===== src/rtl/mem_access_unit.sv =====
// Memory-stage access unit: kernel-memory reads, pixel-ROM reads and picture-RAM writes
// sequenced by a small FSM that stalls the pipeline while a command is in flight.
module mem_access_unit #(
    parameter int DATA_W      = 32,
    parameter int KDEPTH      = 9,
    parameter int ROM_LAT     = 2,
    parameter int RAM_TIMEOUT = 15
) (
    input  logic              clk,
    input  logic              reset,
    input  logic              req_valid,
    input  logic [6:0]        ctrl,
    input  logic [17:0]       addr,
    input  logic [DATA_W-1:0] wdata,
    output logic              stall,
    output logic [DATA_W-1:0] rdata,
    output logic              rvalid,
    output logic [3:0]        k_addr,
    input  logic [DATA_W-1:0] k_rdata,
    output logic              rom_en,
    output logic [17:0]       rom_addr,
    input  logic [DATA_W-1:0] rom_rdata,
    output logic              ram_we,
    output logic [17:0]       ram_addr,
    output logic [DATA_W-1:0] ram_wdata,
    input  logic              ram_ack,
    output logic              err
);

    localparam logic [6:0] CMD_KADDR = 7'b1100010;
    localparam logic [6:0] CMD_KIDX  = 7'b1101010;
    localparam logic [6:0] CMD_ROM   = 7'b1001110;
    localparam logic [6:0] CMD_RAM   = 7'b0100001;
    localparam int CNT_W = (RAM_TIMEOUT > 7) ? $clog2(RAM_TIMEOUT + 1) : 3;

    typedef enum logic [2:0] {IDLE, KREAD, ROMWAIT, RAMWR, DONE} state_t;

    state_t              state_q, state_d;
    logic [3:0]          kidx_q, kidx_d;
    logic [CNT_W-1:0]    cnt_q, cnt_d;
    logic [DATA_W-1:0]   rdata_q, rdata_d;
    logic                rvalid_q, rvalid_d;
    logic [3:0]          k_addr_q, k_addr_d;
    logic [17:0]         rom_addr_q, rom_addr_d;
    logic                ram_we_q, ram_we_d;
    logic [17:0]         ram_addr_q, ram_addr_d;
    logic [DATA_W-1:0]   ram_wdata_q, ram_wdata_d;
    logic                err_q, err_d;

    logic acc_ok_s, acc_kaddr_s, acc_kidx_s, acc_rom_s, acc_ram_s, acc_s;

    // Acceptance is gated by reset so the combinational outputs also show reset values.
    assign acc_ok_s    = (state_q == IDLE) && req_valid && !reset;
    assign acc_kaddr_s = acc_ok_s && (ctrl == CMD_KADDR);
    assign acc_kidx_s  = acc_ok_s && (ctrl == CMD_KIDX);
    assign acc_rom_s   = acc_ok_s && (ctrl == CMD_ROM);
    assign acc_ram_s   = acc_ok_s && (ctrl == CMD_RAM);
    assign acc_s       = acc_kaddr_s || acc_kidx_s || acc_rom_s || acc_ram_s;

    // Next-state and datapath update for the command sequencer.
    always_comb begin
        state_d     = state_q;
        kidx_d      = kidx_q;
        cnt_d       = cnt_q;
        rdata_d     = rdata_q;
        rvalid_d    = 1'b0;
        k_addr_d    = k_addr_q;
        rom_addr_d  = rom_addr_q;
        ram_we_d    = ram_we_q;
        ram_addr_d  = ram_addr_q;
        ram_wdata_d = ram_wdata_q;
        err_d       = err_q;
        case (state_q)
            IDLE: begin
                if (acc_kaddr_s) begin
                    k_addr_d = addr[3:0];
                    state_d  = KREAD;
                end else if (acc_kidx_s) begin
                    k_addr_d = kidx_q;
                    kidx_d   = (kidx_q == 4'(KDEPTH - 1)) ? 4'd0 : kidx_q + 4'd1;
                    state_d  = KREAD;
                end else if (acc_rom_s) begin
                    rom_addr_d = addr;
                    cnt_d      = CNT_W'(ROM_LAT);
                    state_d    = ROMWAIT;
                end else if (acc_ram_s) begin
                    ram_we_d    = 1'b1;
                    ram_addr_d  = addr;
                    ram_wdata_d = wdata;
                    cnt_d       = '0;
                    state_d     = RAMWR;
                end else begin
                    state_d = IDLE;
                end
            end
            KREAD: begin
                rdata_d  = k_rdata;
                rvalid_d = 1'b1;
                state_d  = DONE;
            end
            ROMWAIT: begin
                if (cnt_q <= CNT_W'(1)) begin
                    rdata_d  = rom_rdata;
                    rvalid_d = 1'b1;
                    cnt_d    = '0;
                    state_d  = DONE;
                end else begin
                    cnt_d = cnt_q - CNT_W'(1);
                end
            end
            RAMWR: begin
                // An acknowledge in the final allowed cycle still counts as success.
                if (ram_ack) begin
                    ram_we_d = 1'b0;
                    cnt_d    = '0;
                    state_d  = DONE;
                end else if (cnt_q == CNT_W'(RAM_TIMEOUT - 1)) begin
                    ram_we_d = 1'b0;
                    err_d    = 1'b1;
                    cnt_d    = '0;
                    state_d  = DONE;
                end else begin
                    cnt_d = cnt_q + CNT_W'(1);
                end
            end
            DONE: begin
                state_d = IDLE;
            end
            default: begin
                state_d = IDLE;
            end
        endcase
    end

    // State and datapath registers with asynchronous reset.
    always_ff @(posedge clk or posedge reset) begin
        if (reset) begin
            state_q     <= IDLE;
            kidx_q      <= 4'd0;
            cnt_q       <= '0;
            rdata_q     <= '0;
            rvalid_q    <= 1'b0;
            k_addr_q    <= 4'd0;
            rom_addr_q  <= 18'd0;
            ram_we_q    <= 1'b0;
            ram_addr_q  <= 18'd0;
            ram_wdata_q <= '0;
            err_q       <= 1'b0;
        end else begin
            state_q     <= state_d;
            kidx_q      <= kidx_d;
            cnt_q       <= cnt_d;
            rdata_q     <= rdata_d;
            rvalid_q    <= rvalid_d;
            k_addr_q    <= k_addr_d;
            rom_addr_q  <= rom_addr_d;
            ram_we_q    <= ram_we_d;
            ram_addr_q  <= ram_addr_d;
            ram_wdata_q <= ram_wdata_d;
            err_q       <= err_d;
        end
    end

    // Memory addresses must be presented in the accept cycle itself.
    assign k_addr    = (acc_kaddr_s || acc_kidx_s) ? k_addr_d : k_addr_q;
    assign rom_en    = acc_rom_s;
    assign rom_addr  = acc_rom_s ? addr : rom_addr_q;
    assign stall     = acc_s || ((state_q != IDLE) && (state_q != DONE));
    assign rdata     = rdata_q;
    assign rvalid    = rvalid_q;
    assign ram_we    = ram_we_q;
    assign ram_addr  = ram_addr_q;
    assign ram_wdata = ram_wdata_q;
    assign err       = err_q;

endmodule


===== config.mk =====
export PLATFORM = sky130hd
export DESIGN_NAME = mem_access_unit
export DESIGN_NICKNAME = d
export VERILOG_FILES = /design/src/rtl/mem_access_unit.sv
export SDC_FILE = /design/constraint.sdc
export NUM_CORES = 1
export LEC_CHECK = 0
export CAP_MARGIN = 5
export CORE_MARGIN = 4
export CORE_UTILIZATION = 39
export CTS_CLUSTER_SIZE = 30
export DETAILED_ROUTE_END_ITERATION = 10
export PLACE_DENSITY = 0.78
export SLEW_MARGIN = 25
export SYNTH_ARGS = -nofsm -noshare
export SYNTH_HDL_FRONTEND = slang
export SYNTH_SLANG_ARGS = --single-unit

===== constraint.sdc =====
create_clock -name clk -period 3.6 [get_ports clk]
set_input_delay 0.72 -clock clk [delete_from_list [all_inputs] [get_ports clk]]
set_output_delay 0.72 -clock clk [all_outputs]
set_load 0.02 [all_outputs]

==> run metrics <==
start point of the critical path reset; worst setup path category in -> out; multiplexer share of the synthesized area approximately 17%; share of flip-flops with an asynchronous set or reset between 90% and 100%; pwr dens roughly 610 mW/mm²; adder-cell share of the synthesized area 1.35%; dpl hpwl around 11 mm; status finished clean; CP required roughly 2.9 ns; drt wl/cell 16.1 µm; initial antenna violation count 0; Top Ports 234; vias per std cell about 4.9; Skew-Pair Late Insertion Delay about 0.4 ns; Hold Crit Class reg -> reg; cell depth of the worst min-delay path 1; clock transition at the registers of the reported paths 0.05 ns; Synth Area in Compound Gates approximately 6.2%; postcts setup bufs 0; xor and xnor area share after synthesis 0%; Area Growth Syn to Fin 55.1%; min-delay src err; drt drc 0; Fill cells between 1k and 1.5k; post-synthesis simple-gate area fraction about 18%; Worst Tran Pin Value 0.739 ns; Period minus WS final 3.55 ns; Buffers on Ports roughly 230; final slew viol count 0; vias in the first global route 5203; grt total ovfl 0; DRT Wirelength between 15 and 20 mm; Vias approximately 4.8k; Seq/Total Area, Yosys between 50 and 60%; Die Ht between 100 and 150 µm; Die Area around 0.016 mm²; first-pass GRT wire length ~25 mm; Most used DFF post-synth dfrtp_1; Cell Count, Final, Fillers Out 972; YS warnings 0; Worst R2R Path Depth 7; Max FO, Critical Path 21; RSZ-0062 raised after global routing yes; Clock Tree Root clkbuf_16; Slew headroom about half; 1st-iter DRT viols around 240; Post-synth EDFFs 0; placed cells between 900 and 1k; worst path arrival time roughly 2.8 ns; Design Area, Final 0.00864 mm²; cell row count 43; syn nets roughly 670; Crit. End Element output port; share of layout cells above drive strength 1 between 10% and 20%; largest net degree at the start of global routing 114; final period utilization 98.7%; CTS Buf Count 17; FF-to-FF Start cnt_q[0]; Max Clock Freq 281 MHz; Syn Inst Count ~540; FF-to-FF setup slack roughly 1.2 ns; DRT Pass-1 Iters 4; static leakage around 4.2 nW; number of H-tree levels 4; worst setup path endpoint rom_addr[3]; Setup violations, final 0; NumNets Final 910; worst vdd rail ir drop 0.365 mV; Critical R2R Capture rdata[22]; Worst Clk Skew around 0.0097 ns; routability cong. ~0.83; CTS tree built; ANT cells 0; Area after DPL 0.00814 mm²; syn avg cell area just over 10 µm²; final hold vios 0; CORE AREA roughly 0.014 mm²; max-cap violations 0; pre-CTS setup slack -0.446 ns; FF+latch count, synth 118; Final Core Density between 60% and 70%; synth unique cells 40; Initial Util about two fifths; Die Span X 127 µm; Sink Count 118; CTS max path bufs 2; final worst slack between 0.04 and 0.05 ns; post-route ant nets 0; Synth Cell Area between 0.005 and 0.006 mm²; CP Launch Type primary input; gr usage total about a fifth; largest family of logic cells by synthesized area simple AND/OR/NAND/NOR gates
-- power by group --
part	internal, mW	switching (mW)
clock	1.11	0.608
sequential	1.61	0.203
combinational	0.831	0.903
-- registers in the layout, summed over array words and instances, names as in the netlist, 3 cells and up --
name / flops
ram_wdata: 32
kidx_q: 4
ram_addr: 18
state_q: 3
rom_addr_q: 18
rdata: 32
cnt_q: 4
k_addr_q: 4
-- area by class of cell --
class | count | area, µm² | area share (%)
sequential | 118 | 2950 | 34.2
timing repair buffer | 256 | 2430 | 28.2
multi-input combinational | 377 | 2390 | 27.7
clock buffer | 20 | 447 | 5.17
tap | 180 | 225 | 2.61
clock inverter | 12 | 154 | 1.78
inverter | 9 | 37.5 | 0.435
-- what timing repair did --
action | CTS | global route
hold buffers | 0 | 0
pin swaps | 0 | 0
cloned | 0 | 0
gates resized for setup | 89 | 8
setup endpoints to repair | 24 | 21
-- logic make-up after synthesis --
| group | count (synthesis) |
|---|---|
| flops | 118 |
| simple gates | 235 |
| compound gates | 61 |
| buf+inv | 43 |
| mux | 75 |
| fa+ha+maj | 6 |
-- synthesized netlist by cell type (3+ instances only) --
master | count | area [µm²]
ha_1 | 6 | 75.1
buf_6 | 4 | 45.0
inv_1 | 9 | 33.8
o21ai_0 | 36 | 180
a31oi_1 | 3 | 18.8
mux2i_1 | 37 | 370
buf_12 | 3 | 60.1
nand2b_1 | 4 | 25.0
nor2_1 | 10 | 37.5
clkbuf_1 | 12 | 45.0
buf_2 | 15 | 75.1
a21oi_1 | 11 | 55.1
nand3_1 | 5 | 25.0
dfrtp_1 | 118 | 2950
nor3_1 | 7 | 35.0
mux2_4 | 36 | 541
nand2_1 | 188 | 706
or4_1 | 3 | 22.5
or3_1 | 5 | 31.3
-- through the flow --
| stage | power, mW | hold slack, ns | setup TNS, ns |
|---|---|---|---|
| after global routing | 5.56 | 0.493 | -0.000556 |
| after global placement | 3.54 | 0.444 | -9.67 |
| final | 5.26 | 0.467 | 0 |
| after CTS | 5.33 | 0.475 | 0 |
| after floorplan | 2.72 | 0.481 | 0 |
| after detailed placement | 3.59 | 0.455 | -9.76 |
-- critical path, cell delays in order --
cell             delay [ns]
clkdlybuf4s50_1        0.47
or4b_4                 0.54
or3_4                  0.43
buf_12                 0.18
mux2_4                 0.31
buf_2                  0.16
-- worst min path at each step --
stage                   end
2_1_floorplan   k_addr_q[0]
3_3_place_gp            err
3_5_place_dp            err
4_1_cts        ram_addr[16]
5_1_grt        ram_wdata[5]
6_report                err
-- cell usage in the layout (no fill, tap or decap), types with 5 or more instances in the layout --
cell type	count
clkdlybuf4s50_1	208
nand2_1	188
dfrtp_1	118
mux2i_1	37
mux2_4	36
o21ai_0	36
buf_2	22
buf_4	21
clkbuf_16	17
a21oi_1	11
nor2_1	10
inv_1	8
nor3_1	7
ha_1	6
nand3_1	5
-- per-layer routing --
metal	routed length (µm)	share of wire, %	GRT usage [%]
met5	0	0	0
met3	1570	10	8.19
met4	182	1.2	6.94
met2	7580	49	32.6
met1	6280	40	22.1
(Power assumes the default switching activity.)
